`src/rtl/dsp_pkg.sv`:
```
// Shared DSP constants and types used by the data-memory dump engine.
package dsp_pkg;

    localparam int DSP_DATA_WIDTH  = 16;
    localparam int DSP_DADDR_WIDTH = 8;

    typedef enum logic [1:0] {
        IDLE   = 2'd0,
        READ   = 2'd1,
        DRAIN  = 2'd2,
        FINISH = 2'd3
    } dump_state_t;

    typedef struct packed {
        logic [DSP_DATA_WIDTH-1:0]  data;
        logic [DSP_DADDR_WIDTH-1:0] addr;
        logic                       last;
    } dump_entry_t;

endpackage

```
`src/rtl/dump_skid_fifo.sv`:
```
// Two-entry FIFO of stream entries; flush empties it in one cycle.
module dump_skid_fifo
    import dsp_pkg::*;
(
    input  logic        clk_i,
    input  logic        rst_i,
    input  logic        flush_i,
    input  logic        push_i,
    input  dump_entry_t push_entry_i,
    input  logic        pop_i,
    output dump_entry_t head_o,
    output logic        full_o,
    output logic        empty_o,
    output logic [1:0]  count_o
);

    dump_entry_t mem_q [2];
    logic        wr_ptr_q;
    logic        rd_ptr_q;
    logic [1:0]  count_q;
    logic        do_push;
    logic        do_pop;

    assign empty_o = (count_q == 2'd0);
    assign full_o  = (count_q == 2'd2);
    assign count_o = count_q;
    assign head_o  = mem_q[rd_ptr_q];

    // A push into a full FIFO is only accepted when the head leaves in the same cycle.
    assign do_pop  = pop_i && !empty_o;
    assign do_push = push_i && (!full_o || do_pop);

    always_ff @(posedge clk_i or posedge rst_i) begin
        if (rst_i) begin
            mem_q[0] <= '0;
            mem_q[1] <= '0;
            wr_ptr_q <= 1'b0;
            rd_ptr_q <= 1'b0;
            count_q  <= 2'd0;
        end else if (flush_i) begin
            wr_ptr_q <= 1'b0;
            rd_ptr_q <= 1'b0;
            count_q  <= 2'd0;
        end else begin
            if (do_push) begin
                mem_q[wr_ptr_q] <= push_entry_i;
                wr_ptr_q        <= ~wr_ptr_q;
            end
            if (do_pop) begin
                rd_ptr_q <= ~rd_ptr_q;
            end
            case ({do_push, do_pop})
                2'b10:   count_q <= count_q + 2'd1;
                2'b01:   count_q <= count_q - 2'd1;
                default: count_q <= count_q;
            endcase
        end
    end

endmodule

```
`src/rtl/dsp_mem_dump.sv`:
```
// Sweeps a window of DSP data memory through its read port and streams each
// word, tagged with its address, on a valid/ready interface.
module dsp_mem_dump
    import dsp_pkg::*;
#(
    parameter int DATA_WIDTH = DSP_DATA_WIDTH,
    parameter int ADDR_WIDTH = DSP_DADDR_WIDTH
) (
    input  logic                  clk,
    input  logic                  reset,
    input  logic                  start,
    input  logic [ADDR_WIDTH-1:0] start_addr,
    input  logic [ADDR_WIDTH:0]   word_count,
    input  logic                  abort,
    output logic                  mem_rd_en,
    output logic [ADDR_WIDTH-1:0] mem_addr,
    input  logic [DATA_WIDTH-1:0] mem_rd_data,
    output logic                  out_valid,
    input  logic                  out_ready,
    output logic [DATA_WIDTH-1:0] out_data,
    output logic [ADDR_WIDTH-1:0] out_addr,
    output logic                  out_last,
    output logic                  busy,
    output logic                  done
);

    // Stream handshake: a word moves when out_valid and out_ready are both high
    // on a rising edge; out_data/out_addr/out_last hold while valid waits on ready.

    dump_state_t           state_q, state_d;
    logic [ADDR_WIDTH-1:0] addr_q, addr_d;
    logic [ADDR_WIDTH:0]   remaining_q, remaining_d;
    logic                  inflight_q, inflight_d;
    logic [ADDR_WIDTH-1:0] infl_addr_q, infl_addr_d;
    logic                  infl_last_q, infl_last_d;

    dump_entry_t push_entry;
    dump_entry_t head;
    logic        fifo_full;
    logic        fifo_empty;
    logic [1:0]  fifo_count;
    logic        pop;
    logic        flush;
    logic        rd_en;
    logic [2:0]  occupancy;

    assign pop       = !fifo_empty && out_ready;
    assign occupancy = {1'b0, fifo_count} + {2'b00, inflight_q} - {2'b00, pop};
    // At most two words (buffered plus in flight) are ever outstanding.
    assign rd_en     = (state_q == READ) && (occupancy < 3'd2) && (!fifo_full || pop);

    assign push_entry = '{data: mem_rd_data, addr: infl_addr_q, last: infl_last_q};

    dump_skid_fifo u_fifo (
        .clk_i        (clk),
        .rst_i        (reset),
        .flush_i      (flush),
        .push_i       (inflight_q),
        .push_entry_i (push_entry),
        .pop_i        (pop),
        .head_o       (head),
        .full_o       (fifo_full),
        .empty_o      (fifo_empty),
        .count_o      (fifo_count)
    );

    always_comb begin
        state_d     = state_q;
        addr_d      = addr_q;
        remaining_d = remaining_q;
        inflight_d  = rd_en;
        infl_addr_d = infl_addr_q;
        infl_last_d = infl_last_q;
        flush       = 1'b0;
        if (rd_en) begin
            infl_addr_d = addr_q;
            infl_last_d = (remaining_q == (ADDR_WIDTH+1)'(1));
        end
        case (state_q)
            IDLE: begin
                if (start) begin
                    addr_d      = start_addr;
                    remaining_d = word_count;
                    state_d     = (word_count == '0) ? FINISH : READ;
                end
            end
            READ: begin
                if (rd_en) begin
                    addr_d      = addr_q + ADDR_WIDTH'(1);
                    remaining_d = remaining_q - (ADDR_WIDTH+1)'(1);
                    if (remaining_q == (ADDR_WIDTH+1)'(1)) begin
                        state_d = DRAIN;
                    end
                end
            end
            DRAIN: begin
                // Leave as the final word is accepted so done lands the next cycle.
                if (!inflight_q && (fifo_count == {1'b0, pop})) begin
                    state_d = FINISH;
                end
            end
            FINISH: state_d = IDLE;
            default: state_d = IDLE;
        endcase
        if (abort && (state_q == READ || state_q == DRAIN)) begin
            state_d    = IDLE;
            flush      = 1'b1;
            inflight_d = 1'b0;
        end
    end

    always_ff @(posedge clk or posedge reset) begin
        if (reset) begin
            state_q     <= IDLE;
            addr_q      <= '0;
            remaining_q <= '0;
            inflight_q  <= 1'b0;
            infl_addr_q <= '0;
            infl_last_q <= 1'b0;
        end else begin
            state_q     <= state_d;
            addr_q      <= addr_d;
            remaining_q <= remaining_d;
            inflight_q  <= inflight_d;
            infl_addr_q <= infl_addr_d;
            infl_last_q <= infl_last_d;
        end
    end

    assign mem_rd_en = rd_en;
    assign mem_addr  = addr_q;
    assign out_valid = !fifo_empty;
    assign out_data  = head.data;
    assign out_addr  = head.addr;
    assign out_last  = head.last;
    assign busy      = (state_q != IDLE);
    assign done      = (state_q == FINISH);

endmodule

```
`config.mk`:
```
export PLATFORM = sky130hd
export DESIGN_NAME = dsp_mem_dump
export DESIGN_NICKNAME = d
export VERILOG_FILES = /design/src/rtl/dsp_pkg.sv /design/src/rtl/dump_skid_fifo.sv /design/src/rtl/dsp_mem_dump.sv
export SDC_FILE = /design/constraint.sdc
export NUM_CORES = 1
export LEC_CHECK = 0
export CORE_ASPECT_RATIO = 0.75
export CORE_MARGIN = 10
export CORE_UTILIZATION = 48
export DETAILED_ROUTE_END_ITERATION = 8
export PLACE_DENSITY = 0.87
export SYNTH_ARGS = -nofsm -noshare
export SYNTH_HDL_FRONTEND = slang
export SYNTH_SLANG_ARGS = --single-unit
export TNS_END_PERCENT = 10
```
`constraint.sdc`:
```
create_clock -name clk -period 2.7 [get_ports clk]
set_input_delay 0.54 -clock clk [delete_from_list [all_inputs] [get_ports clk]]
set_output_delay 0.54 -clock clk [all_outputs]
set_load 0.02 [all_outputs]
```
==> results of run 1 <==
stage by stage:
| step | instance area, µm² | cells | util | hold slack [ps] | worst slack [ps] |
|---|---|---|---|---|---|
| 2_1_floorplan | 4150 | 362 | - | 454 | -84.8 |
| 3_5_place_dp | 5190 | 558 | 0.617 | 471 | -879 |
| 4_1_cts | 5560 | 573 | 0.661 | 485 | -176 |
| 3_3_place_gp | 5190 | 558 | 0.617 | 463 | -803 |
| 5_1_grt | 5570 | 574 | 0.662 | 505 | -192 |
| 6_report | 5570 | 574 | 0.662 | 478 | -113 |
cell usage after synthesis, types with 5 or more instances:
cell type and n:
sky130_fd_sc_hd__inv_1 12, sky130_fd_sc_hd__clkbuf_1 6, sky130_fd_sc_hd__o21ai_0 18, sky130_fd_sc_hd__o22ai_1 5
sky130_fd_sc_hd__mux2_2 55, sky130_fd_sc_hd__nor2_1 24, sky130_fd_sc_hd__dfrtp_1 83, sky130_fd_sc_hd__nand2_1 44
sky130_fd_sc_hd__mux2_1 20, sky130_fd_sc_hd__ha_1 8, sky130_fd_sc_hd__nand2b_1 6, sky130_fd_sc_hd__a21oi_1 9
metal layers:
layer  track usage  wire length, µm
met5             0                0
met4        0.0489              143
met3        0.0421              522
met2         0.282             5440
met1         0.200             4530
final cells by class:
cell class              count  share of cell area
multi-input cells         251               0.355
clock buffers              10              0.0429
flip-flops and latches     83               0.373
clock inverters             5              0.0153
well taps                 108              0.0243
inverters                  13             0.00899
repair buffers            104               0.180
power by group:
group,internal [W],switching (W),total (W)
clock network,0.000835,0.000488,0.00132
logic,0.00180,0.00180,0.00360
registers,0.00182,0.000443,0.00226
total,0.00445,0.00273,0.00718
sequential cells by signal (all words and copies together), names as in the netlist:
signal,flops
u_fifo.mem_q,50
u_fifo.count_o,2
u_fifo.wr_ptr_q,1
u_fifo.rd_ptr_q,1
infl_addr_q,8
state_q,2
inflight_q,1
remaining_q,9
mem_addr,8
infl_last_q,1
kinds of logic (layout without fill, tap and decap cells):
group | count (synthesis) | after routing | synth area share
XOR/XNOR | 2 | 2 | 0.00424
multiplexers | 78 | 78 | 0.211
AO/OA/AOI/OAI | 61 | 61 | 0.107
AND/OR/NAND/NOR | 101 | 101 | 0.114
buffers and inverters | 28 | 132 | 0.0321
flip-flops | 83 | 83 | 0.502
adder cells (fa/ha/maj) | 9 | 9 | 0.0290
repair_timing:
item                                    CTS  global route
buffers inserted                          0             1
pin swaps                                 4             2
endpoints found under the setup margin   21            19
resized for setup                        15             1
worst paths after layout:
kind	start	end	slack, ps	cells after the start
worst max-delay path	u_fifo.count_o[0]	mem_rd_en	-110	10
worst min-delay path	u_fifo.mem_q[45]	u_fifo.mem_q[45]	480	1
worst max register to register	u_fifo.count_o[0]	state_q[1]	20	12
worst min register to register	u_fifo.mem_q[45]	u_fifo.mem_q[45]	480	1
max in group asynchronous	reset	inflight_q	1460	3
min in group asynchronous	reset	u_fifo.mem_q[37]	570	2
==> metrics.sh, run 1 <==
CP.BUFFERS_INVERTERS=3
NUMCTSBUFFERS=9
MULTIINPUTGATEAREA_UM2=1980
CLK-INSERTION-DELAY-LATE_PS=330
ANTENNA_VIOLATIONS_BEFORE_REPAIR=0
CLK_PIN_SLEW_WORST_PATHS_PS=60
SYNTH_EDF_COUNT=0
SLEW_VIOL_FINAL=0
MAXCAPVIOLATIONS=0
PLACE_HPWL_MM=7.53
ARRIVAL_TIME_OF_DATA_AT_THE_CRITICAL_PATH_ENDPOINT_PS=2270
VIAS=3252
ROOT_BUFFER='sky130_fd_sc_hd__clkbuf_16'
SEQ_AREA_FRAC_SYNTH=0.502
YS_DOMINANT_REG_CELL='sky130_fd_sc_hd__dfrtp_1'
CLOCK_TREE_FROM_TRITONCTS='done'
HORIZONTAL_DIE_DIMENSION_UM=127
INITIAL_CORE_UTIL=0.491
GATE_COUNT_OF_THE_MAPPED_NETLIST=362
CLOCK_TREE.BUFFER_DEPTH=2
CLOCK_SKEW_PS=9.00
CRITPATHMOSTFREQUENTCELL='sky130_fd_sc_hd__inv_2'
VIA_COUNT_OF_THE_FIRST_GLOBAL_ROUTING_PASS=3358
SLEW_HEADROOM=0.585
DETAIL_ROUTE.WIRELENGTH_MM=10.6
WORST-ENDPOINT-REQUIRED_PS=2160
DRTPASS1ITERATIONS=4
POWER.DENSITY_CELL_AREA_nW_PER_UM2=1290
SYNTH_AREA_PER_CELL_UM2=11.4
SYNTH_ASYNC_RESET_RATIO=1.00
FIN_SETUP_TNS_PS=-113
SYNTH_WARNINGS=0
CTSHOLDBUFFERS=0
N_FILL_CELL=651
END_KIND='primary output'
WORSTHOLDPATHTYPE='register to register'
PORT-BUFFER-COUNT=74
WORST-SLEW-PIN-TRANSITION_PS=614
CRITICAL_PATH_CLASS='register to primary output'
IO-PIN-COUNT=75
SLOWEST_CELL_ON_THE_CRITICAL_PATH='sky130_fd_sc_hd__dfrtp_1'
GRT_FIRST_PASS_WIRELENGTH_MM=17.2
RUN_STATUS='finished, violations left'
ROW_COUNT=29
CTSHTREEMAXLEVEL=3
PLACE.GP.CONGESTION=0.878
OVERFLOW=0
GRT_SETUP_UNREPAIRED='true'
N_ANTENNA_CELL=0
POSTSYNTHNETCOUNT=409
POST_SYNTH_NUM_CELL_TYPES=56
AREA_GROWTH_SYN_TO_LAYOUT_PCT=34.7
NUMCLOCKSINKS=83
SYNTH_CELL_AREA_UM2=4140
FIRST_ITER_VIOLATIONS=310
LARGEST_NET_DEGREE_AT_THE_START_OF_GLOBAL_ROUTING=53
FAILING_CHECKS='negative setup slack'
YOSYS-TOP-CELLS-AREA='sky130_fd_sc_hd__dfrtp_1, sky130_fd_sc_hd__mux2_2, sky130_fd_sc_hd__mux2_1, sky130_fd_sc_hd__nand2_1, sky130_fd_sc_hd__ha_1'
DRT-WIRELENGTH-PER-CELL_UM=18.5
SETUP_VIOL=1
MOSTFREQUENTLAYOUTCELL='sky130_fd_sc_hd__dfrtp_1'
GROUTE.USAGE.OVERALL=0.165
PEAK_CLOCK_FREQUENCY_SUPPORTED_BY_TIMING_GHz=0.355
POWER.STATIC_LEAKAGE_nW=2.42
FP.DIEAREA_UM2=12800
NNETSFINAL=509
FINALCRITICALPERIOD_PS=2810
DRTANTENNAVIOLNETS=0
CRITICAL_PATH.CELL_CHAIN='inv_2, nand2_4, and2_4, ha_4, nand2b_4, fa_2, o211a_4, o211ai_4, inv_2, buf_6'
LAYOUT_COMMON_CELLS='sky130_fd_sc_hd__dfrtp_1, sky130_fd_sc_hd__clkdlybuf4s50_1, sky130_fd_sc_hd__mux2_2'
POST-ROUTE-WORST-SETUP-SLACK_PS=-113
POSTSYNTHREGISTERBITS=83
STARTPOINT_TYPE='register'
POST-ROUTE-DRC-COUNT=0
KIND_OF_CELL_WITH_THE_HIGHEST_COMBINED_DELAY_ON_THE_CRITICAL_PATH='adder cells'
YOSYS.AREA.TOP_TYPE='sky130_fd_sc_hd__dfrtp_1'
POST-SYNTH-TOP-AREA-FRACTION=0.502
WORST_CASE_VDD_IR_DROP_uV=616
FIN_CRIT_SH=1.04
LAYOUT-DRIVE-GT1-SHARE=0.266
CRITICAL_PATH.MAX_STAGE_DELAY_PS=390
VIASPERCELL=5.67
CORE_AREA_UM2=8420
DIE_HEIGHT_UM=100
HOLD_VIOLATIONS=0
WORST-PATH-MAX-FANOUT=2
P_TOTAL_W=0.00718
LAYOUT.AREA.SEQ_UM2=2080
No activity file was read; power rests on OpenSTA's default activity.
==> run 2, diff against run 1 <==
SETUP_SLACK_MARGIN = 0.2   (was default)
==> run 2 against run 1 <==
Effect of this change:
- the flow still finishes with violations (negative setup slack)
- critical path depth unchanged
- sequential share of layout area shrank 1.1 points
- clock power is 9.8% higher
- clock-buffer cell count shrank 1
- first-iteration DRC count is 11% lower
- design area rose by 2.9%
- power increased by 5.1%
- via count is 0.68% higher
- cell count up 1.2%
- largest power group unchanged
- highest routed layer unchanged
==> metrics.sh, run 2 (synthesized netlist as in run 1, its figures left out) <==
RUN_STATUS='finished, violations left'  # unchanged
FAILING_CHECKS='negative setup slack'  # unchanged
MULTIINPUTGATEAREA_UM2=2050  # was 1980 µm²
OVERFLOW=0  # unchanged
CORE_AREA_UM2=8420  # unchanged
PRECTSSETUPSLACK_PS=-866  # was -879 ps
WORSTHOLDENDPOINT='u_fifo.mem_q[22]'  # was u_fifo.mem_q[45]
HOLD_VIOLATIONS=0  # unchanged
ROOT_BUFFER='sky130_fd_sc_hd__clkbuf_16'  # unchanged
DRTPASS1ITERATIONS=5  # was 4
CRITICAL_PATH_CLASS='register to primary output'  # unchanged
N_FILL_CELL=606  # was 651
LAYOUT_COMMON_CELLS='sky130_fd_sc_hd__dfrtp_1, sky130_fd_sc_hd__clkdlybuf4s50_1, sky130_fd_sc_hd__mux2_2'  # unchanged
GROUTE.USAGE.OVERALL=0.166  # was 0.165
WORST-ENDPOINT-REQUIRED_PS=2160  # about the same
LARGEST_REGISTER='u_fifo.mem_q'  # unchanged
FINAL.HOLD.WORST_SLACK_PS=485  # was 478 ps
PORT-BUFFER-COUNT=74  # unchanged
WORST_CASE_VDD_IR_DROP_uV=592  # was 616 µV
SLEW_HEADROOM=0.565  # was 0.585
FP.DIEAREA_UM2=12800  # unchanged
DRTANTENNAVIOLNETS=0  # unchanged
CRIT_REG_REG_ENDPOINT='mem_addr[6]'  # was state_q[1]
SLEW_VIOL_FINAL=0  # unchanged
PLACE.GP.CONGESTION=0.893  # was 0.878
VIASPERCELL=5.64  # was 5.67
CTSHTREEMAXLEVEL=3  # unchanged
AREA_GROWTH_SYN_TO_LAYOUT_PCT=38.6  # was 34.7%
CLK-INSERTION-DELAY-LATE_PS=340  # was 330 ps
POST-ROUTE-WORST-SETUP-SLACK_PS=-135  # was -113 ps
CLOCK_SKEW_PS=7.56  # was 9.00 ps
FIRST_ITER_VIOLATIONS=277  # was 310
CLOCK_TREE.BUFFER_DEPTH=2  # unchanged
ROW_COUNT=29  # unchanged
NUMCLOCKSINKS=83  # unchanged
TIMING.HOLD.WORST.START='u_fifo.mem_q[22]'  # was u_fifo.mem_q[45]
MAXCAPVIOLATIONS=0  # unchanged
PEAK_CLOCK_FREQUENCY_SUPPORTED_BY_TIMING_GHz=0.353  # was 0.355 GHz
VIAS=3274  # was 3252
PLACE_HPWL_MM=7.60  # was 7.53 mm
END_KIND='primary output'  # unchanged
STARTPOINT_TYPE='register'  # unchanged
LAYOUT.AREA.SEQ_UM2=2080  # unchanged
FIN_CRIT_SH=1.05  # was 1.04
TIMING.HOLD.WORST_PATH_DEPTH=1  # unchanged
POST-ROUTE-DRC-COUNT=0  # unchanged
R2R_SLACK_PS=-30  # was 20 ps
SETUP_VIOL=3  # was 1
GRT_SETUP_UNREPAIRED='true'  # unchanged
LAYOUT-DRIVE-GT1-SHARE=0.309  # was 0.266
LARGEST_REGISTER_FF_COUNT=50  # unchanged
MOSTFREQUENTLAYOUTCELL='sky130_fd_sc_hd__dfrtp_1'  # unchanged
STDCELL_COUNT=581  # was 574
WORSTHOLDPATHTYPE='register to register'  # unchanged
DETAIL_ROUTE.WIRELENGTH_MM=10.9  # was 10.6 mm
DRT-WIRELENGTH-PER-CELL_UM=18.8  # was 18.5 µm
ARRIVAL_TIME_OF_DATA_AT_THE_CRITICAL_PATH_ENDPOINT_PS=2290  # was 2270 ps
NUMCTSBUFFERS=9  # unchanged
WORST-PATH-MAX-FANOUT=2  # unchanged
IO-PIN-COUNT=75  # unchanged
HORIZONTAL_DIE_DIMENSION_UM=127  # unchanged
REG.LARGEST.LIST='u_fifo.mem_q (50), remaining_q (9)'  # unchanged
WORST-SLEW-PIN-TRANSITION_PS=644  # was 614 ps
RR_STARTPOINT='u_fifo.count_o[0]'  # unchanged
POWER.DENSITY_CELL_AREA_nW_PER_UM2=1320  # was 1290 nW/µm²
POWER.STATIC_LEAKAGE_nW=2.50  # was 2.42 nW
ANTENNA_VIOLATIONS_BEFORE_REPAIR=0  # unchanged
LARGEST_NET_DEGREE_AT_THE_START_OF_GLOBAL_ROUTING=44  # was 53
CLK_PIN_SLEW_WORST_PATHS_PS=60  # about the same
N_ANTENNA_CELL=0  # unchanged
DIE_HEIGHT_UM=100  # unchanged
CLOCK_TREE_FROM_TRITONCTS='done'  # unchanged
INITIAL_CORE_UTIL=0.491  # unchanged
GRT_FIRST_PASS_WIRELENGTH_MM=17.3  # was 17.2 mm
FINALCRITICALPERIOD_PS=2830  # was 2810 ps
DP_CELLS=558  # unchanged
POSTLAYOUTCOREUTIL=0.681  # was 0.662
VIA_COUNT_OF_THE_FIRST_GLOBAL_ROUTING_PASS=3466  # was 3358
WORST-R2R-CELL-COUNT=14  # was 12
NNETSFINAL=515  # was 509
-- run 2: cell count changes in the layout (fill, tap and decap cells not counted), sizes merged --
cell	change
dlygate4sd2	+1
clkbuf	-1
clkdlybuf4s50	-2
bufinv	+1
dlymetal6s2s	+1
clkinvlp	-1
inv	+3
buf	+6
clkinv	-1
-- run 2: worst max-delay path by stage --
stage / start / endpoint / slack, ps / cells after the start
2_1_floorplan: u_fifo.count_o[1] / mem_rd_en / -80 / 10
3_3_place_gp: out_ready / mem_rd_en / -800 / 9
3_5_place_dp: out_ready / mem_rd_en / -870 / 9
4_1_cts: u_fifo.count_o[0] / mem_rd_en / -180 / 10
5_1_grt: u_fifo.count_o[1] / mem_rd_en / -200 / 10
6_report: u_fifo.count_o[0] / mem_rd_en / -130 / 10
-- run 2: timing repair --
item                       4_1_cts  5_1_grt
hold buffers                     0        0
hold endpoints to repair         0        0
cloned                           1        0
gates resized for setup         39       16
setup endpoints to repair       47       49
setup buffers                    5        1
pin swaps                       13       10
-- run 2: layout make-up --
cell class	instances	area share
Clock buffer	9	0.0393
Clock inverter	7	0.0227
Inverter	13	0.00873
Multi-Input combinational cell	251	0.358
Sequential cell	83	0.362
Tap cell	108	0.0236
Timing Repair Buffer	110	0.185
-- run 2: layer usage --
| layer | vias up | GRT usage | part of all wire |
|---|---|---|---|
| li1 | 1505 | - | - |
| met2 | 113 | 0.298 | 0.53 |
| met4 | 0 | 0.0463 | 0.019 |
| met1 | 1634 | 0.186 | 0.39 |
| met5 | - | 0 | 0 |
| met3 | 22 | 0.0537 | 0.067 |
-- run 2: per-stage QoR --
step	total power (W)	setup TNS, ps	area (µm²)
after floorplan	0.00431	-167	4150
after global placement	0.00553	-9680	5170
after detailed placement	0.00570	-12620	5170
after CTS	0.00747	-285	5690
after global routing	0.00797	-848	5730
final	0.00755	-180	5730
-- run 2: worst max-delay path: stages, from the launching register on --
cell and delay [ps]:
sky130_fd_sc_hd__dfrtp_1 390, sky130_fd_sc_hd__inv_2 80, sky130_fd_sc_hd__nand2_4 50, sky130_fd_sc_hd__and2_4 140, sky130_fd_sc_hd__ha_4 210, sky130_fd_sc_hd__nand2b_4 140, sky130_fd_sc_hd__fa_2 390, sky130_fd_sc_hd__o211a_4 170
sky130_fd_sc_hd__o211ai_4 170, sky130_fd_sc_hd__inv_2 80, sky130_fd_sc_hd__buf_6 130
-- run 2: power by group --
| part | switching, W | internal, W | leakage (nW) | total (W) |
|---|---|---|---|---|
| clock | 0.000524 | 0.000923 | 0.174 | 0.00145 |
| sequential | 0.000444 | 0.00182 | 1.02 | 0.00226 |
| combinational | 0.00193 | 0.00191 | 1.31 | 0.00384 |
